`src/rtl/bus_pkg.sv`:
```
// Shared system-bus definitions: request/response tag layout, command
// and target-type codes, and the line-master state encoding.
package bus_pkg;

    localparam logic READ  = 1'b1;
    localparam logic WRITE = 1'b0;

    localparam logic [3:0] MEMORY = 4'h1;
    localparam logic [3:0] MMIO   = 4'h2;
    localparam logic [3:0] PORT   = 4'h3;
    localparam logic [3:0] IRQ    = 4'h4;

    localparam int RW_BIT   = 12;
    localparam int TYPE_MSB = 11;
    localparam int TYPE_LSB = 8;
    localparam int ID_MSB   = 7;
    localparam int ID_LSB   = 0;

    typedef enum logic [2:0] {
        IDLE,
        ADDR,
        WDATA,
        RDATA,
        RESP
    } bus_master_state_t;

endpackage

```
`src/rtl/line_beat_buffer.sv`:
```
// One cache line held as BEATS bus-width words: bulk load for writes,
// per-beat indexed write for read assembly, indexed read for serialisation.
module line_beat_buffer #(
    parameter int DATA_WIDTH = 64,
    parameter int BEATS      = 8,
    parameter int IDX_W      = 3
) (
    input  logic                        clk,
    input  logic                        reset,
    input  logic                        load,
    input  logic [BEATS*DATA_WIDTH-1:0] load_line,
    input  logic                        wr_en,
    input  logic [IDX_W-1:0]            wr_idx,
    input  logic [DATA_WIDTH-1:0]       wr_data,
    input  logic [IDX_W-1:0]            rd_idx,
    output logic [DATA_WIDTH-1:0]       rd_data,
    output logic [BEATS*DATA_WIDTH-1:0] line
);

    logic [DATA_WIDTH-1:0] mem [BEATS];

    always_ff @(posedge clk) begin
        if (reset) begin
            for (int i = 0; i < BEATS; i++) begin
                mem[i] <= '0;
            end
        end else if (load) begin
            for (int i = 0; i < BEATS; i++) begin
                mem[i] <= load_line[i*DATA_WIDTH +: DATA_WIDTH];
            end
        end else if (wr_en) begin
            mem[wr_idx] <= wr_data;
        end
    end

    assign rd_data = mem[rd_idx];

    for (genvar g = 0; g < BEATS; g++) begin : g_line
        assign line[g*DATA_WIDTH +: DATA_WIDTH] = mem[g];
    end

endmodule

```
`src/rtl/bus_line_master.sv`:
```
// Requester-side bus master moving one cache line per transaction:
// address beat, then write-data beats out or read-data beats in.
module bus_line_master
    import bus_pkg::*;
#(
    parameter int         DATA_WIDTH = 64,
    parameter int         TAG_WIDTH  = 13,
    parameter int         LINE_BYTES = 64,
    parameter logic [7:0] CLIENT_ID  = 8'h00
) (
    input  logic                    clk,
    input  logic                    reset,
    input  logic                    cl_req_valid,
    output logic                    cl_req_ready,
    input  logic                    cl_req_write,
    input  logic [DATA_WIDTH-1:0]   cl_req_addr,
    input  logic [LINE_BYTES*8-1:0] cl_req_wdata,
    output logic                    cl_resp_valid,
    input  logic                    cl_resp_ready,
    output logic [LINE_BYTES*8-1:0] cl_resp_rdata,
    output logic [DATA_WIDTH-1:0]   bus_req,
    output logic [TAG_WIDTH-1:0]    bus_reqtag,
    output logic                    bus_reqcyc,
    input  logic                    bus_reqack,
    input  logic [DATA_WIDTH-1:0]   bus_resp,
    input  logic [TAG_WIDTH-1:0]    bus_resptag,
    input  logic                    bus_respcyc,
    output logic                    bus_respack
);

    localparam int BEATS = LINE_BYTES * 8 / DATA_WIDTH;
    localparam int CW    = (BEATS > 1) ? $clog2(BEATS) : 1;
    localparam int OFF   = $clog2(LINE_BYTES);
    localparam logic [CW-1:0] LAST = CW'(BEATS - 1);

    bus_master_state_t state, next_state;

    logic [CW-1:0]         cnt;
    logic [DATA_WIDTH-1:0] addr_q;
    logic                  write_q;
    logic [TAG_WIDTH-1:0]  req_tag;
    logic [DATA_WIDTH-1:0] beat_rd;
    logic                  resp_match;
    logic                  last_beat;
    logic                  buf_load;
    logic                  buf_wr;

    // Only beats tagged with our id belong to us; others are left for other masters.
    assign resp_match = bus_respcyc && (bus_resptag[ID_MSB:ID_LSB] == CLIENT_ID);
    assign last_beat  = (cnt == LAST);

    always_ff @(posedge clk) begin
        if (reset) begin
            state <= IDLE;
        end else begin
            state <= next_state;
        end
    end

    always_ff @(posedge clk) begin
        if (reset) begin
            cnt     <= '0;
            addr_q  <= '0;
            write_q <= 1'b0;
        end else begin
            case (state)
                IDLE: begin
                    cnt <= '0;
                    if (cl_req_valid) begin
                        addr_q  <= {cl_req_addr[DATA_WIDTH-1:OFF], {OFF{1'b0}}};
                        write_q <= cl_req_write;
                    end
                end
                ADDR:    if (bus_reqack) cnt <= '0;
                WDATA:   if (bus_reqack) cnt <= cnt + CW'(1);
                RDATA:   if (resp_match) cnt <= cnt + CW'(1);
                default: ;
            endcase
        end
    end

    always_comb begin
        req_tag                    = '0;
        req_tag[RW_BIT]            = write_q ? WRITE : READ;
        req_tag[TYPE_MSB:TYPE_LSB] = MEMORY;
        req_tag[ID_MSB:ID_LSB]     = CLIENT_ID;
    end

    always_comb begin
        next_state    = state;
        cl_req_ready  = 1'b0;
        cl_resp_valid = 1'b0;
        bus_reqcyc    = 1'b0;
        bus_respack   = 1'b0;
        buf_load      = 1'b0;
        buf_wr        = 1'b0;
        case (state)
            IDLE: begin
                cl_req_ready = 1'b1;
                if (cl_req_valid) begin
                    next_state = ADDR;
                    buf_load   = cl_req_write;
                end
            end
            ADDR: begin
                bus_reqcyc = 1'b1;
                if (bus_reqack) next_state = write_q ? WDATA : RDATA;
            end
            WDATA: begin
                bus_reqcyc = 1'b1;
                if (bus_reqack && last_beat) next_state = RESP;
            end
            RDATA: begin
                bus_respack = resp_match;
                buf_wr      = resp_match;
                if (resp_match && last_beat) next_state = RESP;
            end
            RESP: begin
                cl_resp_valid = 1'b1;
                if (cl_resp_ready) next_state = IDLE;
            end
            default: next_state = IDLE;
        endcase
    end

    // Address and tag are driven only while a request beat is on the bus.
    always_comb begin
        bus_req    = '0;
        bus_reqtag = '0;
        case (state)
            ADDR: begin
                bus_req    = addr_q;
                bus_reqtag = req_tag;
            end
            WDATA: begin
                bus_req    = beat_rd;
                bus_reqtag = req_tag;
            end
            default: ;
        endcase
    end

    line_beat_buffer #(
        .DATA_WIDTH (DATA_WIDTH),
        .BEATS      (BEATS),
        .IDX_W      (CW)
    ) u_buffer (
        .clk        (clk),
        .reset      (reset),
        .load       (buf_load),
        .load_line  (cl_req_wdata),
        .wr_en      (buf_wr),
        .wr_idx     (cnt),
        .wr_data    (bus_resp),
        .rd_idx     (cnt),
        .rd_data    (beat_rd),
        .line       (cl_resp_rdata)
    );

endmodule

```
`config.mk`:
```
export PLATFORM = sky130hd
export DESIGN_NAME = bus_line_master
export DESIGN_NICKNAME = d
export VERILOG_FILES = /design/src/rtl/bus_pkg.sv /design/src/rtl/line_beat_buffer.sv /design/src/rtl/bus_line_master.sv
export SDC_FILE = /design/constraint.sdc
export NUM_CORES = 1
export LEC_CHECK = 0
export ABC_AREA = 1
export ABC_CLOCK_PERIOD_IN_PS = 6600
export BUFFER_PORTS_ARGS = -buffer_cell sky130_fd_sc_hd__buf_2
export CORE_AREA = 2 2 494 496
export CTS_CLUSTER_SIZE = 20
export DETAILED_ROUTE_END_ITERATION = 8
export DIE_AREA = 0 0 496 498
export PLACE_DENSITY_LB_ADDON = 0.2
export SKIP_CTS_REPAIR_TIMING = 1
export SYNTH_ARGS = -nofsm -noshare
export SYNTH_HDL_FRONTEND = slang
export SYNTH_SLANG_ARGS = --single-unit
export TNS_END_PERCENT = 30
```
`constraint.sdc`:
```
create_clock -name clk -period 6.6 [get_ports clk]
set_clock_uncertainty 0.05 [all_clocks]
set_input_delay 0.33 -clock clk [delete_from_list [all_inputs] [get_ports clk]]
set_output_delay 0.33 -clock clk [all_outputs]
set_load 0.05 [all_outputs]
```
-- Word-level counts from Yosys, hierarchy flattened
Memories as Yosys holds them, arrays and structs flattened. A register that Yosys moved wholly into a read port is not among the register bits.
Cells that the tools add are included.
- flip-flop bits (word level): 65
- RAM bits: 512
- bits of input ports: 660
- output and inout port bits: 593
- logic and storage cells: 79
- memories kept: 1
- add/sub/neg operators: 1
- equality and inequality tests: 12
- muxes and demuxes: 42
- bitwise logic cells: 8
- reduce and logical (&&, ||, !) cells: 11
- memory list (name ; depth ; width ; rd ports ; clocked after Yosys merged registers in ; write ports ; line ; source):
    u_buffer.mem ; 8 ; 64 ; 9 ; 1 ; 8 ; line_beat_buffer.sv:20 ; logic [DATA_WIDTH-1:0] mem [BEATS];
- operators by type and width (kind ; count):
    2-to-1 mux 64 bit ; 9
    one-hot mux 64 bit (2 select lines) ; 1
    OR reduction 64 bit ; 1
    2-to-1 mux 3 bit ; 11
    2-to-1 mux 1 bit ; 18
    one-hot mux 3 bit (5 select lines) ; 1
    inequality test 2 bit (second input constant) ; 7
    2-to-1 mux 13 bit ; 1
    one-hot mux 3 bit (4 select lines) ; 1
    zero test 8 bit ; 1
    OR 1 bit ; 8
    equality test 3 x 2 -> 1 bit (second input constant) ; 2
    equality test 3 bit (second input constant) ; 2
    AND reduction 5 bit ; 1
    AND reduction 4 bit ; 1
    nonzero test 4 bit ; 1
    adder 3 x 1 -> 3 bit (second input constant) ; 1
    equality test 3 x 1 -> 1 bit (second input constant) ; 1
    logical AND 1 bit ; 3
    zero test 3 bit ; 1
    AND reduction 2 bit ; 1
    OR reduction 2 bit ; 1

-- Logic depth before layout (Yosys ltp)
Gate-level depths: netlist of the first run.
- word-level depth: 9
- mapped depth: 10
- depth with buffers taken out: 9

-- Cells and area by module
From an unflattened synthesis of the first run, not the netlist that was laid out.
- cell total of the unflattened synthesis: 4212
- area, all modules: 31968.2 sq um
- by module, submodules not included (module ; times used ; cells an instance ; area an instance (sq um) ; seq. area each (sq um)):
    line_beat_buffer ; 1 ; 3724 ; 28686.3 ; 15374.7
    bus_line_master ; 1 ; 488 ; 3281.9 ; 1301.2

-- Least setup slack after synthesis of the first run
OpenSTA, ideal clock, no wires.
- path type: input -> register
- start: in bus_resptag[3]
- end: mem u_buffer.mem[0][0] (enable)
- setup time: 0.581 ns
- data arrival time: 5.531 ns
- data required time: 5.969 ns
- slack: 0.438 ns
- cell stages on the path: 5
- buffers on the path: 0
- cells stage by stage: nor2_1 nand3_1 nor2_1 nand2_1 o31ai_1
- RTL lines (element ; line ; source):
    start: declaration ; bus_line_master.sv:26 ; input logic [TAG_WIDTH-1:0] bus_resptag,
    end: declaration ; line_beat_buffer.sv:20 ;

==> flow_summary.json, run 1 <==
{
  "netlist_area_um2": 30600,
  "outcome": "finished, violations left",
  "antenna_left": 0,
  "finalSetupTns_ns": 0,
  "final_cell_mix": "buf_2 (1230), nand2_1 (1045), dlygate4sd3_1 (593)",
  "synth_xor_area_frac": 0,
  "synth-simple-area-share": 0.245,
  "synth_top_family_by_area": "simple AND/OR/NAND/NOR gates",
  "clock_latency_ns": 0.71,
  "synth_cells": 3673,
  "first_global_vias": 33000,
  "die_y_um": 498,
  "multi_input_area_um2": 11800,
  "worst-slew-pin-transition_ns": 1.09,
  "switchingPower_uw": 9340,
  "power.internal_uw": 9200,
  "num_rows": 181,
  "comb_power_share": 0.464,
  "hold_depth": 3,
  "final_nets": 5959,
  "clkSlewWorstSetupHoldPaths_ns": 0.07,
  "rsz0062_at_grt": "no",
  "wirelength_mm": 248,
  "drt_pass1_iterations": 5,
  "drtIter0Drc": 3279,
  "chipWidth_um": 496,
  "period_share": 0.637,
  "dp_hpwl_mm": 182,
  "synth_seq_cells": 580,
  "num_vias": 35600,
  "clock-root-buffer": "clkbuf_16",
  "grt_pass1_wl_mm": 317,
  "cp_data_arrival_time_ns": 4.73,
  "synth_compound_area_frac": 0.134,
  "dieArea_um2": 247000,
  "avgSynthCellArea_um2": 8.33,
  "cts_htree_levels": 3,
  "leakage_uw": 0.0211,
  "whs_ns": -0.00162,
  "worst-setup-path-type": "reg2reg",
  "yosysWarnings": 0,
  "power.density_nw_per_um2": 380,
  "layout_commonest_cell": "buf_2",
  "drc": 0,
  "core_area_um2": 242000,
  "globalRouteOverflowTotal": 0,
  "track_usage": 0.190,
  "cts_made_buffers": 84,
  "vdd_ir_drop_max_v": 0.000270,
  "clock_power_share": 0.257,
  "initial_core_util": 0.127,
  "hold_class": "in2reg",
  "drive_gt1_frac": 0.274,
  "setup_viol": 0,
  "boundaryPins": 1253,
  "fmax_mhz": 238,
  "path_cells": "inv_1, nor2_2, inv_1, nor2_4, buf_4, buf_4, nand3_1, nand2_1, dlygate4sd3_1",
  "violations": "hold timing",
  "io_buffers": 1230,
  "fin_crit_ns": 4.21,
  "antenna_found_initial": 51,
  "ys_types": 27,
  "fill_cells": 27400,
  "swShare": 0.504,
  "viasPerCell": 4.14,
  "gp_congestion": 0.884,
  "cts_num_sinks": 580,
  "cpMaxStageDelayCell": "nor2_2",
  "ys_seq_area_frac": 0.547,
  "p_seq_frac": 0.279,
  "seqCellArea_um2": 16700,
  "critical_path_required_ns": 7.13,
  "relSlewSlack": 0.270,
  "reg2reg_depth": 9,
  "max_stage_delay_ns": 0.82,
  "synthAdderAreaFrac": 0.000817,
  "cts_tree": "built",
  "area_growth_pct": 59.4,
  "avgRoutedWirePerCell_um": 28.9,
  "synth.mux.area_fraction": 0,
  "maxCapViolCount": 0,
  "drv_slew": 0,
  "grt_max_degree": 145,
  "hold_viol": 1,
  "path_max_fanout": 40,
  "worstSetupEndpointType": "register",
  "start_kind": "register",
  "clk_path_buf_depth": 3
}
-- critical path: cells and delay by family (launching register included) --
kind	cells	cell delay, ns
buf+inv	5	2.28
simple gates	4	1.24
flops	1	0.46
-- cells in the mapped netlist --
| master | n | area (um^2) |
|---|---|---|
| a21oi_1 | 110 | 551 |
| a31o_2 | 1 | 8.76 |
| buf_1 | 12 | 45.0 |
| buf_2 | 213 | 1070 |
| buf_4 | 28 | 210 |
| clkbuf_1 | 117 | 439 |
| clkinv_1 | 2 | 7.51 |
| conb_1 | 1 | 3.75 |
| dfxtp_1 | 68 | 1360 |
| edfxtp_1 | 512 | 15400 |
| ha_1 | 2 | 25.0 |
| inv_1 | 126 | 473 |
| inv_2 | 4 | 15.0 |
| nand2_1 | 1050 | 3940 |
| nand2_2 | 1 | 6.26 |
| nand3_1 | 442 | 2210 |
| nand4_1 | 15 | 93.8 |
| nand4_2 | 1 | 12.5 |
| nor2_1 | 318 | 1190 |
| nor2_2 | 5 | 31.3 |
| nor3_1 | 1 | 5.00 |
| nor3_2 | 1 | 10.0 |
| o211ai_1 | 116 | 871 |
| o21ai_0 | 442 | 2210 |
| o21ai_1 | 71 | 355 |
| o22ai_1 | 12 | 75.1 |
| o31ai_1 | 2 | 15.0 |
-- stage by stage --
| stage | util | total power (uW) | setup WS (ns) | std cells | cell area, um^2 |
|---|---|---|---|---|---|
| after detailed placement | 0.165 | 13700 | 2.66 | 7820 | 40000 |
| final | 0.202 | 18500 | 2.39 | 8596 | 48800 |
| after global routing | 0.202 | 19300 | 2.28 | 8583 | 48800 |
| after global placement | 0.165 | 13700 | 2.68 | 7820 | 40000 |
| after floorplan | - | 9720 | 0.438 | 3683 | 30700 |
| after CTS | 0.177 | 18500 | 2.33 | 7975 | 42800 |
-- cells by family after synthesis --
group,after synthesis
AND/OR/NAND/NOR,1834
AO/OA/AOI/OAI,754
flip-flops,580
buffers and inverters,502
adder cells (fa/ha/maj),2
other,1
-- cell type report --
class,count,share of cell area
Antenna cell,28,0.00144
Clock buffer,114,0.0472
Clock inverter,41,0.00967
Inverter,132,0.0107
Multi-Input combinational cell,2601,0.243
Sequential cell,580,0.343
Tap cell,3202,0.0821
Timing Repair Buffer,1898,0.263
-- registers in the layout, summed over array words and instances (netlist names), named ones only --
signal / flops
state: 3
cnt: 3
addr_q: 58
write_q: 1
u_buffer.mem: 512
-- path summary, 6_finish.rpt --
path	startpoint	slack, ns	to
worst max register to register	cnt[1]	2.39	u_buffer.mem[2][43]
worst max-delay path	cnt[1]	2.39	u_buffer.mem[2][43]
worst min register to register	addr_q[11]	0.40	addr_q[11]
worst min-delay path	cl_req_wdata[150]	-0.002	u_buffer.mem[2][22]
-- power groups by stage --
stage          clock (uW)  sequential (uW)  combinational, uW
2_1_floorplan           0             6540               3180
3_3_place_gp            0             5240               8420
3_5_place_dp            0             5250               8430
4_1_cts              4910             5180               8450
5_1_grt              5000             5220               9070
6_report             4760             5170               8600
-- per-layer routing --
metal,track usage,up-vias,share of wire
met2,0.312,1908,0.47
met1,0.229,17600,0.41
met3,0.0625,338,0.091
li1,-,15800,-
met5,0,-,0.00041
met4,0.0689,16,0.036
Power figures use the tool's default switching activity.
==> run 2: changes to the inputs <==
--- a/config.mk
+++ b/config.mk
@@ -6,7 +6,7 @@
 export NUM_CORES = 1
 export LEC_CHECK = 0
 export ABC_AREA = 1
-export ABC_CLOCK_PERIOD_IN_PS = 6600
+export ABC_CLOCK_PERIOD_IN_PS = 3800
 export BUFFER_PORTS_ARGS = -buffer_cell sky130_fd_sc_hd__buf_2
 export CORE_AREA = 2 2 494 496
 export CTS_CLUSTER_SIZE = 20
==> constraint.sdc (replaced) <==
create_clock -name clk -period 3.8 [get_ports clk]
set_clock_uncertainty 0.05 [all_clocks]
set_input_delay 0.19 -clock clk [delete_from_list [all_inputs] [get_ports clk]]
set_output_delay 0.19 -clock clk [all_outputs]
set_load 0.05 [all_outputs]
==> run 2 against run 1 <==
Net effect:
- the flow still finishes with violations (hold timing)
- clock power is 67% higher
- final cell count increased by 6.0%
- cell area is 11% higher
- wire length is 1.0% lower
- global-route usage down 0.46 points
- worst setup slack got worse by 2.1 ns
- register-to-register slack worse by 2.0 ns
- die area stayed put
- sequential cell count did not move
- critical path depth decreased by 2
- critical path type is now reg2out
- largest cell class is now non-clock buffers
- highest routed layer unchanged
==> flow_summary.json, run 2 (synthesized netlist as in run 1, its figures left out) <==
{
  "placedCellCount": 7869,
  "path_max_fanout": 53,
  "hold_class": "in2reg",
  "antenna_left": 0,
  "area_growth_pct": 76.3,
  "globalRouteOverflowTotal": 0,
  "clkSlewWorstSetupHoldPaths_ns": 0.05,
  "period_share": 0.934,
  "hold_viol": 1,
  "track_usage": 0.185,
  "final_nets": 6459,
  "avgRoutedWirePerCell_um": 27.0,
  "wl_met1_mm": 98.8,
  "grt_max_degree": 118,
  "leakage_uw": 0.0243,
  "dieArea_um2": 247000,
  "io_buffers": 1230,
  "dpl_worst_slack_ns": 0.794,
  "worst-slew-pin-transition_ns": 0.992,
  "routed-wl-met3_mm": 21.7,
  "relSlewSlack": 0.339,
  "gp_congestion": 0.906,
  "antenna_found_initial": 47,
  "whs_ns": -0.00885,
  "cp_data_arrival_time_ns": 3.31,
  "largest_register_ffs": 512,
  "hp-start": "bus_reqack",
  "drtIter0Drc": 3361,
  "die_y_um": 498,
  "viasPerCell": 4.15,
  "fin_crit_ns": 3.55,
  "dp_hpwl_mm": 180,
  "core_area_um2": 242000,
  "clk_path_buf_depth": 3,
  "cts_made_buffers": 84,
  "first_global_vias": 33500,
  "drv_slew": 0,
  "final_cell_mix": "buf_2 (1229), nand2_1 (1045), dlygate4sd3_1 (1044)",
  "top_register": "u_buffer.mem",
  "layout_commonest_cell": "buf_2",
  "path_cells": "inv_8, buf_12, nor2_1, o211ai_1, nand3_1, o21ai_1, buf_2",
  "maxCapViolCount": 0,
  "vdd_ir_drop_max_v": 0.000357,
  "power.density_nw_per_um2": 604,
  "largestRegisters": "u_buffer.mem x512, addr_q x58",
  "drt_pass1_iterations": 5,
  "cts_htree_levels": 3,
  "grt_pass1_wl_mm": 311,
  "start_kind": "register",
  "clock_latency_ns": 0.68,
  "cts_num_sinks": 580,
  "num_rows": 181,
  "critical_path_required_ns": 3.56,
  "cpMaxStageDelayCell": "inv_8",
  "boundaryPins": 1253,
  "outcome": "finished, violations left",
  "clock-root-buffer": "clkbuf_16",
  "initial_core_util": 0.127,
  "reg2reg_from": "state[0]",
  "num_vias": 37800,
  "worstSetupEndpointType": "output port",
  "stdcell_count": 9110,
  "timing.final.ws_setup_ns": 0.250,
  "dpl-instance-area_um2": 40800,
  "fmax_mhz": 282,
  "max_stage_delay_ns": 0.48,
  "highest_layer": "met5",
  "wirelength_mm": 246,
  "worst-setup-path-type": "reg2out",
  "fin_area_um2": 54000,
  "wl_met2_mm": 116,
  "chipWidth_um": 496,
  "cts_tree": "built",
  "setup_viol": 0,
  "violations": "hold timing",
  "rsz0062_at_grt": "no",
  "ff2ff_setup_slack_ns": 0.42,
  "drc": 0,
  "drive_gt1_frac": 0.257
}
run 2: changes by cell type in the layout (fill, tap and decap cells not counted), sizes merged:
cell / before / now
clkinv: 23 / 19
inv: 140 / 135
clkbuf: 114 / 128
buf: 1305 / 1354
dlygate4sd3: 593 / 1044
bufinv: 7 / 3
diode: 28 / 41
run 2: final cells by class:
cell class	count	area, um^2
fillers	27100	188000
repair buffers	2398	18100
flip-flops and latches	580	16700
multi-input cells	2601	11800
well taps	3202	4010
clock buffers	128	2370
inverters	132	522
clock inverters	28	297
diodes	41	103
run 2: per-layer routing:
layer	up-vias	track usage
met5	-	0
li1	16800	-
met4	8	0.0615
met1	18600	0.223
met3	371	0.0578
met2	1986	0.311
run 2: per-stage QoR:
| stage | total power [uW] | util | setup TNS (ns) |
|---|---|---|---|
| after CTS | 32200 | 0.180 | 0 |
| after global routing | 34000 | 0.223 | 0 |
| final | 32600 | 0.223 | 0 |
| after global placement | 24100 | 0.169 | 0 |
| after floorplan | 16900 | - | -54.92 |
| after detailed placement | 24100 | 0.169 | 0 |
run 2: report_power, final:
group	internal, uW	switching (uW)
Combinational	3740	12000
Clock	4530	3420
Sequential	8150	773
run 2: path summary, 6_finish.rpt:
kind,endpoint,depth (start not counted)
worst max-delay path,bus_req[18],7
worst min-delay path,state[0],7
worst max register to register,u_buffer.mem[5][42],9
worst min register to register,addr_q[36],2
run 2: worst max-delay path, delay by kind of cell (launching register included):
family | cells | cell delay [ns]
simple gates | 2 | 0.18
compound gates | 2 | 0.71
flops | 1 | 0.46
buf+inv | 3 | 1.16
